[src/rtl/sump_cmd_sequencer.sv]
// Byte-level SUMP command sequencer: frames 1-byte short and 5-byte long commands,
// emits one-cycle control pulses and holds sampler/trigger configuration registers.
module sump_cmd_sequencer #(
    parameter int TIMEOUT_CYCLES = 100000
) (
    input  logic        clock,
    input  logic        reset,
    input  logic        rx_valid,
    input  logic [7:0]  rx_data,
    input  logic        busy,
    output logic        cmd_reset,
    output logic        cmd_arm,
    output logic        cmd_id,
    output logic        cmd_meta,
    output logic        cmd_rle_finish,
    output logic        cmd_error,
    output logic [23:0] divider,
    output logic [15:0] read_count,
    output logic [15:0] delay_count,
    output logic [15:0] flags,
    output logic        trig_wr,
    output logic [1:0]  trig_stage,
    output logic [1:0]  trig_sel,
    output logic [31:0] trig_data
);

    localparam int TW = $clog2(TIMEOUT_CYCLES + 1);
    localparam logic [TW-1:0] TMO_LAST = TW'(TIMEOUT_CYCLES - 1);

    typedef enum logic [0:0] {
        ST_IDLE = 1'b0,
        ST_ARG  = 1'b1
    } state_t;

    state_t        state_q, state_d;
    logic [7:0]    opcode_q, opcode_d;
    logic [1:0]    idx_q, idx_d;
    logic [23:0]   arg_q, arg_d;
    logic          busy_op_q, busy_op_d;
    logic [TW-1:0] tmo_q, tmo_d;

    logic          cmd_reset_q, cmd_reset_d;
    logic          cmd_arm_q, cmd_arm_d;
    logic          cmd_id_q, cmd_id_d;
    logic          cmd_meta_q, cmd_meta_d;
    logic          cmd_rle_q, cmd_rle_d;
    logic          cmd_error_q, cmd_error_d;
    logic          trig_wr_q, trig_wr_d;
    logic [23:0]   divider_q, divider_d;
    logic [15:0]   read_count_q, read_count_d;
    logic [15:0]   delay_count_q, delay_count_d;
    logic [15:0]   flags_q, flags_d;
    logic [1:0]    trig_stage_q, trig_stage_d;
    logic [1:0]    trig_sel_q, trig_sel_d;
    logic [31:0]   trig_data_q, trig_data_d;
    logic [31:0]   value_s;

    // Long opcodes that perform a write; everything else is consumed silently.
    function automatic logic is_long_recognized(input logic [7:0] op);
        logic hit;
        if ((op == 8'h80) || (op == 8'h81) || (op == 8'h82)) begin
            hit = 1'b1;
        end else if ((op[7:4] == 4'hC) && (op[1:0] != 2'd3)) begin
            hit = 1'b1;
        end else begin
            hit = 1'b0;
        end
        return hit;
    endfunction

    assign value_s = {rx_data, arg_q};

    // Next-state, argument assembly, timeout and output decode.
    always_comb begin
        state_d       = state_q;
        opcode_d      = opcode_q;
        idx_d         = idx_q;
        arg_d         = arg_q;
        busy_op_d     = busy_op_q;
        tmo_d         = tmo_q;
        cmd_reset_d   = 1'b0;
        cmd_arm_d     = 1'b0;
        cmd_id_d      = 1'b0;
        cmd_meta_d    = 1'b0;
        cmd_rle_d     = 1'b0;
        cmd_error_d   = 1'b0;
        trig_wr_d     = 1'b0;
        divider_d     = divider_q;
        read_count_d  = read_count_q;
        delay_count_d = delay_count_q;
        flags_d       = flags_q;
        trig_stage_d  = trig_stage_q;
        trig_sel_d    = trig_sel_q;
        trig_data_d   = trig_data_q;

        case (state_q)
            ST_IDLE: begin
                if (rx_valid) begin
                    if (rx_data[7]) begin
                        opcode_d  = rx_data;
                        idx_d     = 2'd0;
                        busy_op_d = busy;
                        tmo_d     = '0;
                        state_d   = ST_ARG;
                    end else begin
                        case (rx_data)
                            8'h00:   cmd_reset_d = 1'b1;
                            8'h05:   cmd_rle_d   = 1'b1;
                            8'h01:   if (busy) cmd_error_d = 1'b1; else cmd_arm_d  = 1'b1;
                            8'h02:   if (busy) cmd_error_d = 1'b1; else cmd_id_d   = 1'b1;
                            8'h04:   if (busy) cmd_error_d = 1'b1; else cmd_meta_d = 1'b1;
                            default: cmd_error_d = 1'b0;
                        endcase
                    end
                end else begin
                    state_d = ST_IDLE;
                end
            end
            ST_ARG: begin
                if (rx_valid) begin
                    tmo_d = '0;
                    if (idx_q == 2'd3) begin
                        state_d = ST_IDLE;
                        // Busy at opcode time drops the write but keeps the framing.
                        if (!is_long_recognized(opcode_q)) begin
                            cmd_error_d = 1'b0;
                        end else if (busy_op_q) begin
                            cmd_error_d = 1'b1;
                        end else begin
                            case (opcode_q)
                                8'h80: divider_d = value_s[23:0];
                                8'h81: begin
                                    read_count_d  = value_s[15:0];
                                    delay_count_d = value_s[31:16];
                                end
                                8'h82: flags_d = value_s[15:0];
                                default: begin
                                    trig_wr_d    = 1'b1;
                                    trig_stage_d = opcode_q[3:2];
                                    trig_sel_d   = opcode_q[1:0];
                                    trig_data_d  = value_s;
                                end
                            endcase
                        end
                    end else begin
                        arg_d = {rx_data, arg_q[23:8]};
                        idx_d = idx_q + 2'd1;
                    end
                end else if (tmo_q == TMO_LAST) begin
                    cmd_error_d = 1'b1;
                    state_d     = ST_IDLE;
                end else begin
                    tmo_d = tmo_q + TW'(1);
                end
            end
            default: state_d = ST_IDLE;
        endcase
    end

    // State and output registers with synchronous reset.
    always_ff @(posedge clock) begin
        if (reset) begin
            state_q       <= ST_IDLE;
            opcode_q      <= 8'h00;
            idx_q         <= 2'd0;
            arg_q         <= 24'h000000;
            busy_op_q     <= 1'b0;
            tmo_q         <= '0;
            cmd_reset_q   <= 1'b0;
            cmd_arm_q     <= 1'b0;
            cmd_id_q      <= 1'b0;
            cmd_meta_q    <= 1'b0;
            cmd_rle_q     <= 1'b0;
            cmd_error_q   <= 1'b0;
            trig_wr_q     <= 1'b0;
            divider_q     <= 24'h000000;
            read_count_q  <= 16'h0000;
            delay_count_q <= 16'h0000;
            flags_q       <= 16'h0000;
            trig_stage_q  <= 2'd0;
            trig_sel_q    <= 2'd0;
            trig_data_q   <= 32'h00000000;
        end else begin
            state_q       <= state_d;
            opcode_q      <= opcode_d;
            idx_q         <= idx_d;
            arg_q         <= arg_d;
            busy_op_q     <= busy_op_d;
            tmo_q         <= tmo_d;
            cmd_reset_q   <= cmd_reset_d;
            cmd_arm_q     <= cmd_arm_d;
            cmd_id_q      <= cmd_id_d;
            cmd_meta_q    <= cmd_meta_d;
            cmd_rle_q     <= cmd_rle_d;
            cmd_error_q   <= cmd_error_d;
            trig_wr_q     <= trig_wr_d;
            divider_q     <= divider_d;
            read_count_q  <= read_count_d;
            delay_count_q <= delay_count_d;
            flags_q       <= flags_d;
            trig_stage_q  <= trig_stage_d;
            trig_sel_q    <= trig_sel_d;
            trig_data_q   <= trig_data_d;
        end
    end

    assign cmd_reset      = cmd_reset_q;
    assign cmd_arm        = cmd_arm_q;
    assign cmd_id         = cmd_id_q;
    assign cmd_meta       = cmd_meta_q;
    assign cmd_rle_finish = cmd_rle_q;
    assign cmd_error      = cmd_error_q;
    assign trig_wr        = trig_wr_q;
    assign divider        = divider_q;
    assign read_count     = read_count_q;
    assign delay_count    = delay_count_q;
    assign flags          = flags_q;
    assign trig_stage     = trig_stage_q;
    assign trig_sel       = trig_sel_q;
    assign trig_data      = trig_data_q;

endmodule

[config.mk]
export PLATFORM = sky130hd
export DESIGN_NAME = sump_cmd_sequencer
export DESIGN_NICKNAME = d
export VERILOG_FILES = /design/src/rtl/sump_cmd_sequencer.sv
export SDC_FILE = /design/constraint.sdc
export NUM_CORES = 1
export LEC_CHECK = 0
export CAP_MARGIN = 0
export CORE_MARGIN = 2
export CORE_UTILIZATION = 50
export DETAILED_ROUTE_END_ITERATION = 6
export PLACE_DENSITY_LB_ADDON = 0.25
export RECOVER_POWER = 100
export SYNTH_ARGS = -nofsm -noshare
export SYNTH_HDL_FRONTEND = slang
export SYNTH_SLANG_ARGS = --single-unit
[constraint.sdc]
create_clock -name clock -period 2.8 [get_ports clock]
set_input_delay 0.7 -clock clock [delete_from_list [all_inputs] [get_ports clock]]
set_output_delay 0.7 -clock clock [all_outputs]
set_load 0.1 [all_outputs]
==> results of run 1 <==
==> registers in the layout, indices dropped and copies added, names as in the netlist <==
signal          flops
trig_data          32
arg_q              24
divider            24
tmo_q              17
delay_count        16
flags              16
read_count         16
opcode_q            8
idx_q               2
trig_sel            2
trig_stage          2
busy_op_q           1
cmd_arm             1
cmd_error           1
cmd_id              1
cmd_meta            1
cmd_reset           1
cmd_rle_finish      1
state_q             1
trig_wr             1
==> cells by family after synthesis <==
group                    Yosys count  share of synthesized area, %
AND/OR/NAND/NOR                  344                         24.77
XOR/XNOR                           4                        0.5592
flip-flops                       168                         53.68
buffers and inverters             55                         4.274
AO/OA/AOI/OAI                    149                         12.32
multiplexers                      25                         3.994
adder cells (fa/ha/maj)            2                        0.3994
==> worst min-delay path by stage <==
stage | startpoint | slack (ps) | to
global placement | opcode_q[7] | 440 | opcode_q[7]
detailed placement | delay_count[5] | 450 | delay_count[5]
CTS | divider[10] | 460 | divider[10]
finish | divider[10] | 450 | divider[10]
floorplan | opcode_q[7] | 430 | opcode_q[7]
global route | delay_count[6] | 470 | delay_count[6]
==> layout make-up <==
| class | instances | area [µm²] |
|---|---|---|
| Clock buffer | 19 | 442.9 |
| Inverter | 3 | 11.26 |
| Timing Repair Buffer | 140 | 663.1 |
| Multi-Input combinational cell | 524 | 2634 |
| Sequential cell | 168 | 3363 |
| Clock inverter | 12 | 173.9 |
| Fill cell | 1151 | 4613 |
| Tap cell | 168 | 210.2 |
==> power groups by stage <==
stage,combinational (mW),clock (mW),sequential (mW)
3_3_place_gp,0.143,0,2.49
2_1_floorplan,0.106,0,2.47
3_5_place_dp,0.146,0,2.49
4_1_cts,0.147,2.46,2.43
6_report,0.144,2.44,2.43
5_1_grt,0.157,2.58,2.43
==> cells in the final DEF (no fill, tap or decap), types with 4 or more instances in the layout <==
cell type / count
clkinv_2: 4
clkdlybuf4s50_1: 8
clkbuf_16: 17
o21ai_0: 10
or3_1: 10
xor2_1: 4
nand2_1: 242
dfxtp_1: 168
nand4_1: 7
and4_1: 5
bufinv_16: 4
mux2i_1: 25
clkbuf_1: 119
nand3_1: 7
and3_1: 5
a21oi_1: 129
buf_4: 6
nor2_1: 37
nor4bb_1: 4
==> stage by stage <==
stage | hold slack [ps] | area [µm²] | worst slack (ps) | utilization, % | instances
after floorplan | 425.7 | 6265 | 904.2 | - | 747
after global placement | 435.1 | 7335 | 392.0 | 60.56 | 1003
after detailed placement | 446.1 | 7335 | 327.1 | 60.56 | 1003
after CTS | 456.4 | 7951 | 730.4 | 65.65 | 1034
after global routing | 471.5 | 7498 | 348.1 | 61.91 | 1034
final | 449.7 | 7498 | 415.4 | 61.91 | 1034
==> metal layers <==
layer | vias to the layer above | wire [µm] | GRT usage, %
met2 | 193 | 7498 | 39.10
met4 | 0 | 319 | 9.921
met1 | 2636 | 6961 | 31.13
met5 | - | 0 | 0
li1 | 2726 | - | -
met3 | 26 | 1087 | 5.649
==> results, run 1 <==
- The maximum number of pins on one net before global-route repair is 89.
- The number of antenna diodes in the final layout is 0.
- The flow ran to the end, and the final reports show no timing, DRC or antenna violations.
- The post-synthesis cell type count is ~40.
- The wire length of the first global-routing pass is approximately 25000 µm.
- The ratio of routed vias to standard cells is about 5.4.
- In this run, synthesis inferred 0 flip-flops with an integrated enable.
- The internal power is roughly 4.0 mW.
- The path class of the tightest hold or removal check is flop to flop.
- The overall overflow remaining after global route is 0.
- The largest total area in the synthesized netlist belongs to dfxtp_1.
- The fmax is 0.4194 GHz.
- In this run the core area contains 40 standard-cell rows.
- The final count of negative-setup-slack endpoints is 0.
- The floorplan die area is ~13000 µm².
- The tree is rooted in a clkbuf_16.
- The number of nets with antenna violations after routing is 0.
- The switching power is about 1.1 mW.
- The total standard cell area after synthesis is about 6300 µm².
- The maximum single-stage delay on the critical path is 880 ps.
- Summed over all nets, the half-perimeter wirelength after detailed placement is around 10000 µm.
- Counting both buffers and inverters, the worst setup path holds a total of 1.
- For the pin with the worst max-slew slack, the measured transition is between 1000 and 1500 ps.
- After synthesis, flip-flops and latches occupy 53.68% of the total area.
- Among all cell types in the netlist, the one instantiated most often is nand2_1.
- The kind of critical path is flop to output port.
- The area growth from synthesis to final layout is 19.69%.
- The number of max-slew violations in the final report is 0.
- The post-route netlist has under 10% of its cells at a drive strength greater than 1.
- Grouping stages by cell kind, the critical path spends the most delay in buffers and inverters.
- The leakage power total is about 2.6 nW.
- The worst setup path is captured at an output port.
- In this run the number of H-tree levels came out at 4.
- Following the worst setup path forward leads to its endpoint at trig_data[4].
- The shortest period the worst path allows is about 2400 ps.
- The initial core utilization is approximately 52%.
- The die is 115.9 µm wide.
- The switching share of power is 21.00%.
- The post-synthesis net count is between 700 and 800.
- Measured along the y axis, the die boundary spans 115.9 µm.
- The total of hold buffers inserted after clock tree synthesis is 0.
- TritonCTS created 17 clock buffers.
- VDD sags by at most 0.4128 mV.
- In the finished design, the share of the clock period the worst path needs comes to between 80% and 90%.
- The critical path launch point is trig_data[4].
- After synthesis the netlist holds a flip-flop and latch count of ~170.
- The later pin in the worst-skew pair is clocked with a latency of between 400 and 500 ps.
- The via count of the first global-routing pass is a little over 5000.
- The power per unit of standard cell area is 669.1 nW/µm².
- The clock arrives with approximately 13 ps of skew.
- The core region is 12110 µm².
- The remaining max-slew budget at the tightest pin is around 16%.
- The area fraction of the dominant cell type after synthesis is between 50% and 60%.
- Setup repair after global routing left no endpoint under its margin.
- For this run, the number of Yosys warnings is 0.
- The overall power consumption is between 5 and 6 mW.
- The worst register-to-register path has a depth of 5.
- In this run the critical register-to-register path is captured at trig_data[21].
- The number of antenna violations at the first check in global routing was 0.
- Wires add up to around 16000 µm.
- The final net count is around 870.
- Among all stages on the critical path, the largest delay is contributed by clkbuf_1.
- At the worst endpoint, the arrival time is roughly 1700 ps.
- The setup slack on the worst flop-to-flop path is 550 ps.
- Adding up every negative setup slack in the final design gives 0 ps.
- The synthesized area per cell is approximately 8.4 µm².
- At the worst endpoint, the required time is about 2100 ps.
- The number of cells on the critical path is 1.
- In the synthesized netlist the async set-or-reset flop fraction comes to 0%.
- The sort of element at the start of the critical path is a flop.
- The DRC marker count from the first detailed-route iteration is between 400 and 500.
- TritonCTS built the clock tree.
- The startpoint identified for the worst register-to-register timing path is state_q.
- The total routing resource utilization after global routing is 24.11%.
- The worst hold path was traced through 2 stages.
- The number of buffers inserted to repair setup after CTS is 0.
- The clock network fraction of total power is about half.
- Combinational logic is responsible for between 2 and 3% of the overall power.
- After clock tree synthesis, the clock-pin slew on the worst setup and hold paths is around 70 ps.
- Registers are responsible for between 40 and 50% of the overall power.
- The signal on the critical path passes through clkbuf_1.
- The top flip-flop cell by instance count after synthesis is dfxtp_1.
- The congestion estimate from routability-driven global placement came to between 0.8 and 0.9.
- The final hold violation count is 0.
- The count of boundary I/O pins is between 100 and 150.
- The per-cell routed wire length is 15.35 µm.
- Port buffering added between 100 and 150 buffers.
- By count the netlist is led by nand2_1, dfxtp_1, a21oi_1, nor2_1, clkbuf_1.
- For this run, design rule violations remaining after detail routing come to 0.
- The buffer levels on the longest clock path is 2.
- The via count is 5581.
- Across the run, the number of max-cap violations was 0.
- The number of iterations in the first detailed-routing pass is 5.
- Along the worst path, the maximum fanout reaches 2.
- Yosys attributes the largest share of cell area to dfxtp_1, nand2_1, a21oi_1.
- The number of resized instances in the post-cts repair step is 0.
- Clock tree synthesis found a total of 168 sinks.
- The cell count after synthesis is around 750.
(Power assumes the default switching activity.)
==> inputs of run 2 (changes only) <==
--- a/config.mk
+++ b/config.mk
@@ -11,6 +11,7 @@
 export DETAILED_ROUTE_END_ITERATION = 6
 export PLACE_DENSITY_LB_ADDON = 0.25
 export RECOVER_POWER = 100
+export SLEW_MARGIN = 10
 export SYNTH_ARGS = -nofsm -noshare
 export SYNTH_HDL_FRONTEND = slang
 export SYNTH_SLANG_ARGS = --single-unit
==> constraint.sdc (replaced) <==
create_clock -name clock -period 2.6 [get_ports clock]
set_input_delay 0.65 -clock clock [delete_from_list [all_inputs] [get_ports clock]]
set_output_delay 0.65 -clock clock [all_outputs]
set_load 0.1 [all_outputs]
==> results, run 2 (synthesis gave the netlist of run 1 again) <==
- The via count of the first global-routing pass is 5178 (+0.94%).
- The most frequent standard cell in the layout excluding fill and tap cells is nand2_1.
- The power per unit of standard cell area is 710.5 nW/µm² (+6.2%).
- The maximum number of pins on one net before global-route repair is 74 (-17%).
- The worst-case clock skew came to 9.141 ps (-3.920 ps).
- The total routing resource utilization after global routing is 24.76% (+0.66 points).
- The die extent in x was 115.9 µm (unchanged).
- The clock transition time at the flip-flop clock pins of the worst setup and hold paths is 60 ps (about the same).
- The count of clock tree sinks is 168 (unchanged).
- The number of resized instances in the post-cts repair step is 0 (unchanged).
- The critical path goes through clkbuf_1.
- The final core utilization was 62.66% (+0.74 points).
- The slew at the pin closest to its max-slew limit is 1174 ps (-98.38 ps).
- The slowest stage of the critical path is the clkbuf_1 cell.
- The final critical path takes up between 80% and 90% of the cycle.
- The total of buffers placed on input and output ports is 126 (unchanged).
- The sort of element at the start of the critical path is a flop.
- The clock network fraction of total power came to 48.5% (about the same).
- The overall power consumption is 5.392 mW (+7.5%).
- The path class of the tightest hold or removal check is flop to flop.
- The relative contribution of combinational cells to total power is 2.9% (about the same).
- The count of maximum capacitance violations came to 0 (unchanged).
- The filler cell count came to 1120 (-2.7%).
- The met3 routed wirelength was 1121 µm (+3.1%).
- The maximum level of the CTS H-tree is 4 (unchanged).
- In the layout the commonest cells are nand2_1, dfxtp_1, a21oi_1.
- The data arrival time of the critical path was 1640 ps (-40 ps).
- The final worst hold slack came to 448.1 ps (-1.548 ps).
- The final hold violation count is 0 (unchanged).
- The per-cell routed wire length is 15.62 µm (+1.8%).
- The number of antenna violations at the first check in global routing is 0 (unchanged).
- The HPWL after detailed placement is 10690 µm (+2.7%).
- The die outline height is 115.9 µm (unchanged).
- The DRC marker count from the first detailed-route iteration is 442 (+5.2%).
- The switching share of power is 20.95% (-0.047 points).
- The detailed-routing wirelength on met1 is 6903 µm (-0.83%).
- The number of nets with antenna violations after routing is 0 (unchanged).
- The floorplan row count is 40 (unchanged).
- The maximum single-stage delay on the critical path is 870 ps (about the same).
- The clock tree root buffer cell is clkbuf_16.
- The number of max-slew violations in the final report is 0 (unchanged).
- The total negative slack is 0 ps (unchanged).
- The highest net fanout along the worst path was 2 (unchanged).
- The remaining design rule violation count is 0 (unchanged).
- The area of all placed cells without fillers was 7589 µm² (+1.2%).
- The total detailed-routing wirelength is 16150 µm (+1.8%).
- TritonCTS built the clock tree.
- The sequential cell fraction of total power is 48.6% (about the same).
- The flow ran to the end, and the final reports show no timing, DRC or antenna violations.
- The core area came to 12110 µm² (unchanged).
- The buffer levels on the longest clock path is 2 (unchanged).
- The worst vdd rail ir drop is 0.4952 mV (+20%).
- The worst setup path is of the flop to output port kind.
- The fraction of final layout cells with drive strength greater than 1 is 14.55% (+9.2 points).
- The clock latency of the later-clocked register in the worst-skew pair is 430 ps (about the same).
- The final count of negative-setup-slack endpoints is 0 (unchanged).
- The ratio of routed vias to standard cells is 5.328 (-1.3%).
- The switching power is 1.130 mW (+7.2%).
- The number of flip-flops under the largest register name was 32 (unchanged).
- The worst path needs around 2300 ps of the cycle, external delays included.
- The uppermost layer routed is met4.
- The leakage power total was 2.908 nW (+10%).
- The via count is 5509 (-1.3%).
- The sum of buffers and inverters on the critical path came to 1 (unchanged).
- The total of hold buffers inserted after clock tree synthesis is 0 (unchanged).
- The number of clock buffers inserted by TritonCTS is 17 (unchanged).
- The final net count came to 868 (unchanged).
- The wire length of the first global-routing pass came to 25740 µm (+1.7%).
- The fmax is 0.4368 GHz.
- The internal power is 4.262 mW (+7.5%).
- The number of buffers inserted to repair setup after CTS is 0 (unchanged).
- The initial core utilization is 51.73% (unchanged).
- The required time at the worst-slack endpoint was 1950 ps (-150 ps).
- The number of iterations in the first detailed-routing pass is 5 (unchanged).
- The cell type group with the largest total delay on the critical path is buffers and inverters.
- From synthesis to final layout, the design area changed by 21.13%.
- The count of boundary I/O pins is 127 (unchanged).
- Setup repair after global routing left no endpoint under its margin.
- The overall overflow remaining after global route is 0 (unchanged).
- The remaining max-slew budget at the tightest pin is 22.08% (+6.5 points).
- The floorplan die area is 13440 µm² (unchanged).
- The area after detailed placement is 7335 µm² (unchanged).
- The wire length on met2 is 7883 µm (+5.1%).
- The number of diodes is 0 (unchanged).
- STA classifies the critical path endpoint as an output port.
- The final weighted congestion in routability-driven placement is 0.8040 (-5.5%).
## run 2: changes by cell type in the layout (fill, tap and decap cells not counted), sizes merged
cell and delta:
dlygate4sd3 -1, clkbuf -5, clkinvlp +1, buf +4, clkdlybuf4s50 +1
## run 2: path summary, 6_finish.rpt
| kind | startpoint | endpoint | slack (ps) | cells past startpoint |
|---|---|---|---|---|
| max | delay_count[9] | delay_count[9] | 310 | 1 |
| min | read_count[0] | read_count[0] | 450 | 2 |
| max reg2reg | state_q | divider[17] | 330 | 5 |
| min reg2reg | read_count[0] | read_count[0] | 450 | 2 |
## run 2: area by class of cell
cell class | count | area (µm²) | area share (%)
Inverter | 3 | 11.26 | 0.1484
Clock inverter | 13 | 177.7 | 2.341
Sequential cell | 168 | 3363 | 44.32
Timing Repair Buffer | 140 | 750.7 | 9.893
Clock buffer | 18 | 439.2 | 5.787
Multi-Input combinational cell | 524 | 2636 | 34.74
Tap cell | 168 | 210.2 | 2.770
## run 2: power by group through the flow
stage	Combinational [mW]	Clock (mW)	Sequential, mW
after detailed placement	0.158	0	2.68
after global routing	0.170	2.76	2.62
after global placement	0.153	0	2.68
after CTS	0.159	2.65	2.62
after floorplan	0.114	0	2.66
final	0.155	2.61	2.62
## run 2: per-layer routing
| metal | vias up | global-route usage, % |
|---|---|---|
| met5 | - | 0 |
| met4 | 0 | 10.00 |
| met3 | 16 | 7.479 |
| met2 | 169 | 40.47 |
| met1 | 2603 | 30.72 |
| li1 | 2721 | - |
## run 2: per-stage QoR
stage / instances / worst slack (ps)
final: 1034 / 310.7
after global routing: 1034 / 177.6
after CTS: 1034 / 538.3
after detailed placement: 1003 / 150.1
after global placement: 1003 / 211.6
after floorplan: 747 / 754.2
